===== config.mk =====
export PLATFORM = sky130hd
export DESIGN_NAME = avg_frame_sched_flat
export DESIGN_NICKNAME = d
export VERILOG_FILES = /design/src/rtl/avg_frame_sched_if.sv /design/src/rtl/avg_frame_sched.sv /design/src/flat_wrapper.sv
export SDC_FILE = /design/constraint.sdc
export NUM_CORES = 1
export LEC_CHECK = 0
export ABC_AREA = 1
export BUFFER_PORTS_ARGS = -buffer_cell sky130_fd_sc_hd__buf_2
export CAP_MARGIN = 10
export CORE_ASPECT_RATIO = 0.6
export CORE_UTILIZATION = 59
export DETAILED_ROUTE_END_ITERATION = 10
export PLACE_DENSITY = 0.87
export SLEW_MARGIN = 25
export SYNTH_ARGS = -nofsm -noshare
export SYNTH_HDL_FRONTEND = slang
export SYNTH_SLANG_ARGS = --single-unit

===== constraint.sdc =====
create_clock -name aclk -period 3.3 [get_ports aclk]
set_clock_uncertainty 0.05 [all_clocks]
set_input_delay 0.165 -clock aclk [delete_from_list [all_inputs] [get_ports aclk]]
set_output_delay 0.165 -clock aclk [all_outputs]
set_load 0.05 [all_outputs]

===== src/rtl/avg_frame_sched_if.sv =====
// Stream-monitor and FIFO-write bundle for the frame-average scheduler.
// Video handshake: a beat is transferred only in a cycle where vid_tvalid and
// vid_tready are both high; tuser/tlast are meaningful only in such cycles.
// FIFO write: fifo_wr_en is a one-cycle strobe, only ever raised while
// fifo_wr_full is low, and fifo_wr_data is valid in that cycle.
interface avg_frame_sched_if;
    logic        vid_tvalid;
    logic        vid_tready;
    logic        vid_tuser;
    logic        vid_tlast;
    logic [23:0] fifo_wr_data;
    logic        fifo_wr_en;
    logic        fifo_wr_full;

    // Environment side: owns the video stream and the FIFO status.
    modport master (
        output vid_tvalid, vid_tready, vid_tuser, vid_tlast, fifo_wr_full,
        input  fifo_wr_data, fifo_wr_en
    );

    // Scheduler side: watches the stream, writes the FIFO.
    modport slave (
        input  vid_tvalid, vid_tready, vid_tuser, vid_tlast, fifo_wr_full,
        output fifo_wr_data, fifo_wr_en
    );
endinterface


===== src/rtl/avg_frame_sched.sv =====
// Frame-average scheduler: tracks pixel position on the monitored stream,
// strobes the averager (clear / pixel enable / end of frame), and pushes every
// (frame_skip+1)-th settled average into the colour FIFO.
module avg_frame_sched #(
    parameter int H_ACTIVE   = 1920,
    parameter int V_ACTIVE   = 1080,
    parameter int SETTLE_CYC = 4
) (
    input  logic                    aclk,
    input  logic                    reset,
    input  logic                    enable,
    input  logic [3:0]              frame_skip,
    input  logic [10:0]             roi_x0,
    input  logic [10:0]             roi_x1,
    input  logic [10:0]             roi_y0,
    input  logic [10:0]             roi_y1,
    avg_frame_sched_if.slave        bus,
    output logic                    avg_clear,
    output logic                    avg_pix_en,
    output logic                    avg_eof,
    input  logic [23:0]             avg_in,
    output logic [15:0]             frame_cnt,
    output logic [15:0]             drop_cnt,
    output logic                    sync_err,
    output logic                    busy,
    output logic [1:0]              dbg_state
);
    localparam logic [10:0] X_LAST    = 11'(H_ACTIVE - 1);
    localparam logic [10:0] Y_LAST    = 11'(V_ACTIVE - 1);
    localparam logic [3:0]  SETTLE_LD = 4'(SETTLE_CYC);

    typedef enum logic [1:0] {
        IDLE   = 2'd0,
        ACTIVE = 2'd1,
        SKIP   = 2'd2
    } state_t;

    state_t      state, state_nxt;
    logic [10:0] x, y, x_nxt, y_nxt;
    logic [10:0] pix_x, pix_y;
    logic [3:0]  skip_cnt, skip_nxt;
    logic [3:0]  settle_cnt;
    logic [23:0] pending;
    logic        pending_valid;
    logic        beat, pix_act, set_err;
    logic        capture, write, drop_inc;

    assign beat = bus.vid_tvalid & bus.vid_tready;

    // Next-state, position update and beat-qualified averager strobes.
    always_comb begin
        state_nxt = state;
        x_nxt     = x;
        y_nxt     = y;
        skip_nxt  = skip_cnt;
        pix_x     = x;
        pix_y     = y;
        pix_act   = 1'b0;
        set_err   = 1'b0;
        avg_clear = 1'b0;
        avg_eof   = 1'b0;
        if (beat) begin
            if (bus.vid_tuser) begin
                // SOF, either from IDLE or cutting a frame short; the beat
                // itself is pixel (0,0) of the new frame.
                set_err = (state != IDLE);
                pix_x   = 11'd0;
                pix_y   = 11'd0;
                if (enable) begin
                    x_nxt = 11'd1;
                    y_nxt = 11'd0;
                    if (skip_cnt == 4'd0) begin
                        state_nxt = ACTIVE;
                        skip_nxt  = frame_skip;
                        avg_clear = 1'b1;
                        pix_act   = 1'b1;
                    end else begin
                        state_nxt = SKIP;
                        skip_nxt  = skip_cnt - 4'd1;
                    end
                end else begin
                    state_nxt = IDLE;
                end
            end else if (state != IDLE) begin
                pix_act = (state == ACTIVE);
                if (bus.vid_tlast) begin
                    set_err = (x != X_LAST);
                    x_nxt   = 11'd0;
                    y_nxt   = (y == 11'h7FF) ? y : y + 11'd1;
                    if (y == Y_LAST) begin
                        state_nxt = IDLE;
                        avg_eof   = (state == ACTIVE);
                    end
                end else begin
                    x_nxt = (x == 11'h7FF) ? x : x + 11'd1;
                end
            end
        end
        avg_pix_en = pix_act & (pix_x >= roi_x0) & (pix_x <= roi_x1)
                             & (pix_y >= roi_y0) & (pix_y <= roi_y1);
    end

    // Frame FSM and pixel position registers.
    always_ff @(posedge aclk) begin
        if (reset) begin
            state    <= IDLE;
            x        <= 11'd0;
            y        <= 11'd0;
            skip_cnt <= 4'd0;
        end else begin
            state    <= state_nxt;
            x        <= x_nxt;
            y        <= y_nxt;
            skip_cnt <= skip_nxt;
        end
    end

    // Sticky framing error.
    always_ff @(posedge aclk) begin
        if (reset)        sync_err <= 1'b0;
        else if (set_err) sync_err <= 1'b1;
    end

    // A new end-of-frame pre-empts a capture due in the same cycle; that
    // earlier frame is then counted as dropped via the restart path.
    assign capture  = (settle_cnt == 4'd1) & ~avg_eof;
    assign write    = pending_valid & ~bus.fifo_wr_full;
    assign drop_inc = (avg_eof & (settle_cnt != 4'd0))
                    | (capture & pending_valid & ~write);

    // Settle countdown, result capture, FIFO push and statistics.
    always_ff @(posedge aclk) begin
        if (reset) begin
            settle_cnt    <= 4'd0;
            pending       <= 24'd0;
            pending_valid <= 1'b0;
            frame_cnt     <= 16'd0;
            drop_cnt      <= 16'd0;
        end else begin
            if (avg_eof)                 settle_cnt <= SETTLE_LD;
            else if (settle_cnt != 4'd0) settle_cnt <= settle_cnt - 4'd1;

            if (capture) begin
                pending       <= avg_in;
                pending_valid <= 1'b1;
            end else if (write) begin
                pending_valid <= 1'b0;
            end

            if (write && frame_cnt != 16'hFFFF)   frame_cnt <= frame_cnt + 16'd1;
            if (drop_inc && drop_cnt != 16'hFFFF) drop_cnt  <= drop_cnt + 16'd1;
        end
    end

    assign bus.fifo_wr_en   = write;
    assign bus.fifo_wr_data = pending;
    assign busy             = (state != IDLE) | (settle_cnt != 4'd0) | pending_valid;
    assign dbg_state        = state;
endmodule


===== src/flat_wrapper.sv =====
// flat-port wrapper written by rule: the top's interface ports become plain ports
module avg_frame_sched_flat 
#(
    parameter int H_ACTIVE   = 1920,
    parameter int V_ACTIVE   = 1080,
    parameter int SETTLE_CYC = 4
)
  (aclk, reset, enable, frame_skip, roi_x0, roi_x1, roi_y0, roi_y1, avg_clear, avg_pix_en, avg_eof, avg_in, frame_cnt, drop_cnt, sync_err, busy, dbg_state, bus_vid_tvalid, bus_vid_tready, bus_vid_tuser, bus_vid_tlast, bus_fifo_wr_full, bus_fifo_wr_data, bus_fifo_wr_en);
  avg_frame_sched_if bus_i ();
  input  logic aclk;
  input  logic reset;
  input  logic enable;
  input  logic [3:0] frame_skip;
  input  logic [10:0] roi_x0;
  input  logic [10:0] roi_x1;
  input  logic [10:0] roi_y0;
  input  logic [10:0] roi_y1;
  output logic avg_clear;
  output logic avg_pix_en;
  output logic avg_eof;
  input  logic [23:0] avg_in;
  output logic [15:0] frame_cnt;
  output logic [15:0] drop_cnt;
  output logic sync_err;
  output logic busy;
  output logic [1:0] dbg_state;
  input wire logic [$bits(bus_i.vid_tvalid)-1:0] bus_vid_tvalid;
  input wire logic [$bits(bus_i.vid_tready)-1:0] bus_vid_tready;
  input wire logic [$bits(bus_i.vid_tuser)-1:0] bus_vid_tuser;
  input wire logic [$bits(bus_i.vid_tlast)-1:0] bus_vid_tlast;
  input wire logic [$bits(bus_i.fifo_wr_full)-1:0] bus_fifo_wr_full;
  output wire logic [$bits(bus_i.fifo_wr_data)-1:0] bus_fifo_wr_data;
  output wire logic [$bits(bus_i.fifo_wr_en)-1:0] bus_fifo_wr_en;
  assign bus_i.vid_tvalid = bus_vid_tvalid;
  assign bus_i.vid_tready = bus_vid_tready;
  assign bus_i.vid_tuser = bus_vid_tuser;
  assign bus_i.vid_tlast = bus_vid_tlast;
  assign bus_i.fifo_wr_full = bus_fifo_wr_full;
  assign bus_fifo_wr_data = bus_i.fifo_wr_data;
  assign bus_fifo_wr_en = bus_i.fifo_wr_en;
  avg_frame_sched #(.H_ACTIVE(H_ACTIVE), .V_ACTIVE(V_ACTIVE), .SETTLE_CYC(SETTLE_CYC)) u_core (.aclk(aclk), .reset(reset), .enable(enable), .frame_skip(frame_skip), .roi_x0(roi_x0), .roi_x1(roi_x1), .roi_y0(roi_y0), .roi_y1(roi_y1), .bus(bus_i), .avg_clear(avg_clear), .avg_pix_en(avg_pix_en), .avg_eof(avg_eof), .avg_in(avg_in), .frame_cnt(frame_cnt), .drop_cnt(drop_cnt), .sync_err(sync_err), .busy(busy), .dbg_state(dbg_state));
endmodule

Word level (Yosys, flattened, before mapping)
Index checks and enable logic that the tools add are counted.
- $add $sub $neg: 6
- order comparisons: 4
- equal/unequal tests: 11
- muxes and demuxes: 41
- bitwise gates (word level): 16
- reduce and logical (&&, ||, !) cells: 15
- operator list (cell ; number):
    11-bit 2-to-1 mux ; 14
    11-bit equality test, second input constant ; 3
    16-bit by 1-bit adder with 16-bit output, second input constant ; 2
    16-bit != test, second input constant ; 2
    11-bit by 1-bit adder with 11-bit output, second input constant ; 2
    11-bit >= comparator ; 2
    11-bit less-or-equal comparator ; 2
    1-bit 2-to-1 mux ; 18
    2-bit 2-to-1 mux ; 6
    2-bit nonzero test ; 6
    11-bit != test, second input constant ; 1
    1-bit AND ; 10
    4-bit AND reduction ; 2
    4-bit by 1-bit subtractor with 4-bit output, second input constant ; 2
    3-bit 2-to-1 mux ; 2
    5-bit AND reduction ; 1
    4-bit by 1-bit equality test with 1-bit output, second input constant ; 1
    4-bit logical NOT ; 1
    4-bit 2-to-1 mux ; 1
    2-bit != test, second input constant ; 2
    4-bit nonzero test ; 1
    3-bit != test, second input constant ; 1
    1-bit inverter ; 3
    1-bit OR ; 3
    4 further kinds ; 5
- flip-flop bits (word level): 90
- input bits: 80
- output and inout port bits: 64
- word-level logic and storage cells: 104

Depth between registers and ports, before layout
Gate-level depths: netlist (run 1).
- word-level depth: 12
- depth in mapped cells: 17

Least setup slack after synthesis (run 1)
No wires, ideal clock.
- path type: input port to output port
- start: in bus_vid_tuser
- end: out avg_pix_en
- arrival: 2.641 ns
- required time: 3.085 ns
- slack: 0.444 ns
- stages on the path: 15
- cells stage by stage: buf_4 inv_4 nor2_1 inv_1 clkbuf_1 nand2_1 inv_1 ha_1 a21oi_1 o21ai_0 nand3_1 nand3_1 nand2_1 inv_1 nor3_1
- word-level cells in the longest chain between the ends: 7
- elaborated cells on any way between the ends: 14
- those cells by class: order compare (4); mux (6); bitwise (4)
- ends and longest elaborated chain (element ; RTL line ; source):
    start, declared ; flat_wrapper.sv:29 ; input wire logic [$bits(bus_i.vid_tuser)-1:0] bus_vid_tuser;
    11-bit 2-to-1 mux ; avg_frame_sched.sv:63 ; if (bus.vid_tuser) begin
    11-bit 2-to-1 mux ; avg_frame_sched.sv:62 ; if (beat) begin
    11-bit >= comparator ; avg_frame_sched.sv:99 ; avg_pix_en = pix_act & (pix_x >= roi_x0) & (pix_x <= roi_x1)
    1-bit AND (2 in a row) ; avg_frame_sched.sv:99 ;
    1-bit AND ; avg_frame_sched.sv:100 ; & (pix_y >= roi_y0) & (pix_y <= roi_y1);
    1-bit AND * ; avg_frame_sched.sv:100 ;
    end, declared ; flat_wrapper.sv:19 ; output logic avg_pix_en;
Every way passes the cells marked *; elsewhere a longest branch is shown, timed or not.

Worst setup path in the final report (run 1)
Same ends and word-level chain as after synthesis.

==> flow_results.org, run 1 <==
** Global routing
- Antenna violations before repair :: 0
- The first global-routing pass estimated 24900 um of wire.
- The number of global-route vias before repair was about 5600.
- For this run, the total global-route usage over all layers was measured as 29.8%.
- For this run the aggregate overflow at the end of global routing stands at 0.
- Entering global routing, the biggest net connects 37 pins.

** Clock tree
- Register clock-pin slew on the reported worst setup and hold paths :: 0.06 ns
- In this run, CTS created clock tree buffers numbering 9.
- The number of setup buffers added after CTS is 0.
- The later pin in the worst-skew pair is clocked with a latency of 0.33 ns.
- The root buffer cell chosen for the clock tree is clkbuf_16.
- In this run the number of H-tree levels came out at 3.
- In this run, post-CTS repair resized a total of 0 instances.
- For this design, the CTS-stage hold fixing added 0 buffers.
- Sinks on the clock net :: 90
- TritonCTS clock tree :: yes
- CTS Buffer Depth :: 2

** Timing
- Final-layout worst hold slack :: between 0.03 and 0.04 ns
- Setup repair after global routing left no endpoint under its margin.
- Period utilisation layout :: between 80 and 90%
- Setup violations remaining at the end of the flow were counted as 0.
- At the pin with the least slew margin, the transition time is roughly 0.71 ns.
- Setup TNS after final layout :: 0 ns
- Timing would allow up to between 0.3 and 0.4 GHz.
- The total count of hold-check failures in the final report was 0.
- The total count of max-transition violations in the final report came to 0.
- Worst setup slack after layout :: approximately 0.56 ns
- Max_slew headroom :: 52.3%
- Final Critical Period :: 2.74 ns

** Critical path
- The largest single stage delay on the critical path is roughly 0.30 ns.
- For flop-to-flop paths, the worst setup slack is approximately 0.94 ns.
- Crit end category :: primary output
- The slowest stage of the critical path is the inv_1 cell.
- Walking the worst path, the cells encountered are buf_2, inv_4, nor2_1, inv_1, nand2_1, inv_1, ha_1, nand2_1, nor3_1, nand4_1, nand2_1, nand3_1, nor3_1, buf_2.
- Largest fanout on the critical path :: 22
- Kind of start point of the critical path :: input pin
- For the worst setup path, the data arrival time is 2.52 ns.
- STA puts the critical path data required time at 3.08 ns.
- Crit Path Class :: in -> out
- Most repeated library cell on the critical path :: nand2_1

** Placed design
- The HPWL after detailed placement is ~11000 um.
- Placer Congestion :: roughly 0.9
- Number of placed instances, taps included :: 1148
- Before CTS, the worst setup slack after placement is 0.643 ns.
- Port buffering added 143 buffers.

** Synth
- Largest cells by area after synthesis :: dfxtp_1, nand2_1, ha_1
- The synthesized netlist contains 35 unique library cells.
- Per-instance average area after synthesis :: 6.54 um^2
- Number of warning messages in the yosys log :: 0
- Cells after Synth :: 893
- Summed over its instances, the top area cell type makes up a little under a third of the synthesized netlist area.
- Synthesis-stage register bit count :: 90
- Seq/Total Area, Yosys :: 30.9%
- Among all cell types in the netlist, the one instantiated most often is nand2_1.
- Most frequent cells after synthesis :: nand2_1, inv_1, nor2_1, dfxtp_1, a21oi_1
- The number of nets in the synthesized netlist is 1024.
- Number of flops mapped to enable cells by yosys :: 0
- Async set-or-reset flop fraction in the synthesized netlist :: 0%
- In the synthesized netlist the dominant register cell turns out to be dfxtp_1.
- Of all cell types, the one taking the most synthesized area is dfxtp_1.
- Summed instance area of the synthesized netlist :: a little under 6000 um^2

** Status
- The run finished with clean final reports.

** Route
- In this run the remaining antenna-violating nets after routing total 0.
- After the first detailed-routing iteration, the DRC count stood at 438.
- Final wirelength :: 14400 um
- Total number of vias :: 6048
- Average wire per cell in the routed design :: 12.4 um
- Dividing the detail-routed via count by the number of cells gives 5.20.
- Number of search-and-repair iterations in the first detailed-routing pass :: 5
- In the routed design, unresolved DRC markers number 0.

** Flow run
- Max-cap check violation count :: 0

** Finish
- 0 antenna diodes ended up in the layout.
- Measured on the finished design, the core utilization comes to 74.3%.
- Area Overhead vs Synth :: 19.5%
- The layout has 798 filler cells.
- For this run, the post-layout net count is 1160.
- Number of non-filler instances in the completed layout :: 1164
- Fraction of layout instances using a drive strength above 1 :: 17.2%

** Power and ir drop
- Leakage Power :: 3.54 nW
- In this run the power density over the cells is roughly 530 nW/um^2.
- Worst IR Drop VDD :: 0.753 mV

** Worst hold path
- The min-delay analysis places its worst path in the category in -> reg.

** Die
- DIE WIDTH :: about 130 um
- Site Rows :: 27
- The floorplan step defined a core boundary enclosing approximately 9400 um^2.
- Die Outline Area :: 10300 um^2
- Vertical die dimension :: 79.0 um
- 144 I/O pins were placed.
- Starting utilization of the core area :: approximately 62%
## path summary, 6_finish.rpt
kind,from,endpoint,depth (start not counted)
worst max register to register,u_core.y[0],u_core.bus.fifo_wr_data[9],11
worst min register to register,u_core.bus.fifo_wr_data[6],u_core.bus.fifo_wr_data[6],2
worst min-delay path,avg_in[0],u_core.bus.fifo_wr_data[0],3
worst max-delay path,bus_vid_tuser,avg_pix_en,14
## where the power goes
part | internal, W | switching [W]
logic | 0.000303 | 0.000896
registers | 0.00123 | 0.0000880
clock network | 0.000740 | 0.000418
## metrics by stage
step	power, W	area [um^2]
after floorplan	0.00224	5840
final	0.00368	6980
after detailed placement	0.00252	6640
after CTS	0.00369	6980
after global placement	0.00250	6640
after global routing	0.00389	6980
## cell families after synthesis
| group | Yosys count | synth area share [%] |
|---|---|---|
| AND/OR/NAND/NOR | 431 | 31.3 |
| flip-flops | 90 | 30.9 |
| XOR/XNOR | 24 | 3.60 |
| adder cells (fa/ha/maj) | 51 | 10.9 |
| AO/OA/AOI/OAI | 132 | 12.2 |
| buffers and inverters | 165 | 11.0 |
## cells in the final DEF (no fill, tap or decap), drive strengths merged, types with 2 or more instances in the layout
| master | synthesis | final |
|---|---|---|
| nand2 | 188 | 188 |
| buf | 10 | 146 |
| inv | 144 | 145 |
| nor2 | 139 | 139 |
| dfxtp | 90 | 90 |
| a21oi | 70 | 70 |
| nand3 | 63 | 63 |
| ha | 51 | 51 |
| o21ai | 50 | 50 |
| nor3 | 22 | 22 |
| xor2 | 18 | 18 |
| nand4 | 14 | 14 |
| clkbuf | 11 | 9 |
| xnor2 | 6 | 6 |
| o21a | 5 | 5 |
| nor3b | 4 | 4 |
| bufinv | 0 | 3 |
| a21o | 2 | 2 |
| clkinv | 0 | 2 |
## registers in the layout (all words and copies together) (netlist names)
name                     flops
u_core.bus.fifo_wr_data     24
u_core.drop_cnt             16
u_core.frame_cnt            16
u_core.x                    11
u_core.y                    11
u_core.settle_cnt            4
u_core.skip_cnt              4
u_core.dbg_state             2
u_core.pending_valid         1
u_core.sync_err              1
## area by class of cell
type                    count  area [um^2]  share of cell area (%)
clock buffers               9          225                    3.23
clock inverters             7          116                    1.67
multi-input cells         638         3390                    48.6
inverters                 144          543                    7.78
flip-flops and latches     90         1800                    25.8
well taps                 130          163                    2.33
repair buffers            146          738                    10.6
## critical path, delay by kind of cell
kind | cells | cell delay, ns
AND/OR/NAND/NOR | 8 | 1.12
buffers and inverters | 5 | 0.95
adder cells (fa/ha/maj) | 1 | 0.30
## layer usage
layer / global-route usage (%) / vias to the layer above / part of all wire (%)
li1: - / 3125 / -
met1: 42.1 / 2657 / 49
met2: 46.3 / 250 / 42
met3: 7.01 / 16 / 7.9
met4: 5.75 / 0 / 1.1
met5: 0 / - / 0
No activity file was read; power rests on OpenSTA's default activity.
==> inputs of run 2 (changes only) <==
--- a/config.mk
+++ b/config.mk
@@ -9,9 +9,9 @@
 export BUFFER_PORTS_ARGS = -buffer_cell sky130_fd_sc_hd__buf_2
 export CAP_MARGIN = 10
 export CORE_ASPECT_RATIO = 0.6
-export CORE_UTILIZATION = 59
+export CORE_UTILIZATION = 49
 export DETAILED_ROUTE_END_ITERATION = 10
-export PLACE_DENSITY = 0.87
+export PLACE_DENSITY = 0.77
 export SLEW_MARGIN = 25
 export SYNTH_ARGS = -nofsm -noshare
 export SYNTH_HDL_FRONTEND = slang
==> constraint.sdc (replaced) <==
create_clock -name aclk -period 2.3 [get_ports aclk]
set_clock_uncertainty 0.05 [all_clocks]
set_input_delay 0.115 -clock aclk [delete_from_list [all_inputs] [get_ports aclk]]
set_output_delay 0.115 -clock aclk [all_outputs]
set_load 0.05 [all_outputs]
==> run 2 against run 1 <==
Effect of this change:
- combinational power grew 53%
- non-clock buffer count grew 38
- cell count grew 5.8%
- total power grew 40%
- die area grew 20%
- critical endpoint unchanged
==> flow_results.org, run 2 (synthesized netlist as in run 1, its figures left out) <==
** Finish
- Most frequent standard cell in the layout excluding fill and tap cells :: nand2_1
- In the final layout, the share of cells above drive strength 1 is 21.8%.
- After routing the design area is around 7500 um^2.
- Final-layout fill cell count :: 1036
- For this run, the post-layout net count is around 1200.
- Area Overhead vs Synth :: 28.8%
- # diodes :: 0
- The register with the most flip-flops in the layout has 24 of them.
- Most frequent cells in the layout :: nand2_1, buf_2, nor2_1

** Die
- Starting utilization of the core area :: 51.0%
- The die covers 12400 um^2.
- Vertical die dimension :: 86.5 um
- Placeable core region :: 11400 um^2
- For this design the top-level I/O count stands at 144.
- DIE WIDTH :: 143 um
- Site Rows :: 30

** Placed design
- Summing all placed instances gives a cell area of 6790 um^2.
- The count of buffers added on input and output ports is 143.
- Worst setup slack after placement :: roughly 0.013 ns
- At the end of routability-driven placement, the weighted congestion stood at 0.895.
- Sum of net half-perimeters after detailed placement :: 11700 um

** Worst hold path
- The min-delay analysis places its worst path in the category in -> reg.
- Sink of the worst hold path :: u_core.bus.fifo_wr_data[0]
- Worst hold path cell count :: 3
- Startpoint of the tightest hold check path :: avg_in[0]

** Critical path
- Crit Reg-Reg Endpoint :: u_core.bus.fifo_wr_data[20]
- Required time reported for the critical path endpoint :: 2.13 ns
- For the worst flop-to-flop path, the logic depth is 10.
- Kind of start point of the critical path :: flip-flop
- Crit Path Class :: reg -> out
- Arrival @ worst endpoint :: 2.05 ns
- The startpoint identified for the worst register-to-register timing path is u_core.y[0].
- Largest fanout on the critical path :: 4
- Setup slack of the most critical reg-to-reg path :: 0.24 ns
- Critical path origin :: u_core.x[1]
- STA classifies the critical path endpoint as a primary output.

** Timing
- Headroom to the max-slew limit came out at between 70% and 80%.
- Setup TNS after final layout :: 0 ns
- Setup repair after global routing could not meet its margin everywhere.
- At the pin with the least slew margin, the transition time is 0.449 ns.
- Final Critical Period :: 2.21 ns
- The total count of max-transition violations in the final report came to 0.
- Worst setup slack after layout :: 0.0882 ns
- Timing would allow up to between 0.4 and 0.5 GHz.
- Count of final hold-check violations :: 0
- Period utilisation layout :: between 90 and 100%
- Setup violations remaining at the end of the flow were counted as 0.

** Power and ir drop
- Power spread over the standard cell area amounts to 683 nW/um^2.
- Clock power share :: 27.6%
- Share of total power in combinational logic :: 35.6%
- The worst-case IR drop observed on VDD is ~0.78 mV.
- Internal power of the cells :: 0.00309 W
- For this design the static power due to leakage is 3.66 nW.
- Power Total :: 0.00514 W
- Fraction of power spent switching nets :: 39.8%
- Relative contribution of sequential cells to total power :: 36.8%
- In this run the power spent charging and discharging nets is approximately 0.0020 W.

** Global routing
- The initial antenna violation count came to 0.
- The first global-routing pass estimated 25100 um of wire.
- Via count of the first global-routing pass :: 5362
- GRT Total Usage :: between 20 and 30%
- Summed over all layers, the global routing overflow is 0.
- Entering global routing, the biggest net connects 31 pins.

** Clock tree
- The later pin in the worst-skew pair is clocked with a latency of 0.33 ns.
- The H-tree was split into 3 levels.
- After clock tree synthesis, the clock-pin slew on the worst setup and hold paths is 0.06 ns.
- CTS saw 90 sinks.
- CTS Buffer Depth :: 2
- TritonCTS clock tree :: yes
- The root buffer cell chosen for the clock tree is clkbuf_16.
- Total CTS buffers :: 9

** Route
- For this block, the initial DRC count from the detailed router was 376.
- In the final routed layout, each cell accounts on average for 12.7 um.
- In the routed layout, each cell is associated on average with a via count of 4.96.
- Count of unresolved DRC violations after routing :: 0
- Final wirelength :: around 16000 um
- Across all layers, the routed design uses 6101 vias.
- Antenna violation net count after detailed routing :: 0
- The first detailed-routing pass took 5 iterations.

** Status
- Run status :: finished, final reports clean

** Flow run
- Max-cap check violation count :: 0
==> run 2: cell count changes in the layout (fill, tap and decap cells not counted), moves of 6 or more <==
cell | previous run | this run
dfxtp_1 | 90 | 83
dfxtp_2 | 0 | 6
dlygate4sd3_1 | 0 | 22
inv_2 | 2 | 8
nand2_1 | 184 | 178
nand2_2 | 3 | 9
ha_1 | 51 | 42
buf_4 | 3 | 19
inv_1 | 141 | 134
ha_4 | 0 | 9
==> run 2: stage by stage <==
stage | cells | utilization (%) | hold slack [ns]
final | 1231 | 65.7 | 0.0147
after global routing | 1231 | 65.7 | 0.000623
after CTS | 1228 | 63.7 | 0.00962
after detailed placement | 1192 | 59.3 | 0.326
after global placement | 1192 | 59.3 | 0.315
after floorplan | 893 | - | 0.229
==> run 2: layout make-up <==
class,instances,area (um^2),area share (%)
Sequential cell,90,1810,24.1
Tap cell,160,200,2.66
Timing Repair inverter,1,7.51,0.0999
Timing Repair Buffer,184,1080,14.4
Inverter,144,547,7.27
Multi-Input combinational cell,638,3580,47.6
Clock inverter,5,57.6,0.766
Clock buffer,9,225,3.00
==> run 2: worst max path at each step <==
stage                          end  slack [ns]  depth (start not counted)
3_5_place_dp            avg_pix_en        0.01                         15
5_1_grt                 avg_pix_en       -0.03                         13
4_1_cts                 avg_pix_en        0.04                         10
6_report                avg_pix_en        0.09                         10
3_3_place_gp            avg_pix_en        0.04                         15
2_1_floorplan  u_core.drop_cnt[15]        0.13                         10
==> run 2: timing repair <==
item | 4_1_cts | 5_1_grt
cloned | 0 | 1
hold buffers | 22 | 0
pin swaps | 0 | 11
buffers inserted | 0 | 2
gates resized for setup | 2 | 47
hold endpoints to repair | 22 | 0
setup endpoints to repair | 1 | 26
==> run 2: power by group through the flow <==
stage,clock [W],sequential [W],combinational (W)
floorplan,0,0.00250,0.000705
global placement,0,0.00191,0.00172
detailed placement,0,0.00191,0.00173
CTS,0.00145,0.00188,0.00176
global route,0.00153,0.00191,0.00199
finish,0.00142,0.00189,0.00183
==> run 2: critical path, stage by stage (launching register included) <==
cell and delay, ns:
dfxtp_1 0.34, nand2_1 0.07, inv_1 0.05, ha_1 0.26, nand2_1 0.08, o21ai_2 0.17
nand3_1 0.09, nand4_1 0.14, nand3_2 0.12, nor3_4 0.21, buf_6 0.18
==> run 2: per-layer routing <==
| layer | share of wire, % | track usage, % |
|---|---|---|
| met5 | 0 | 0 |
| met3 | 6.2 | 5.47 |
| met4 | 0.59 | 4.89 |
| met1 | 51 | 37.8 |
| met2 | 42 | 37.5 |
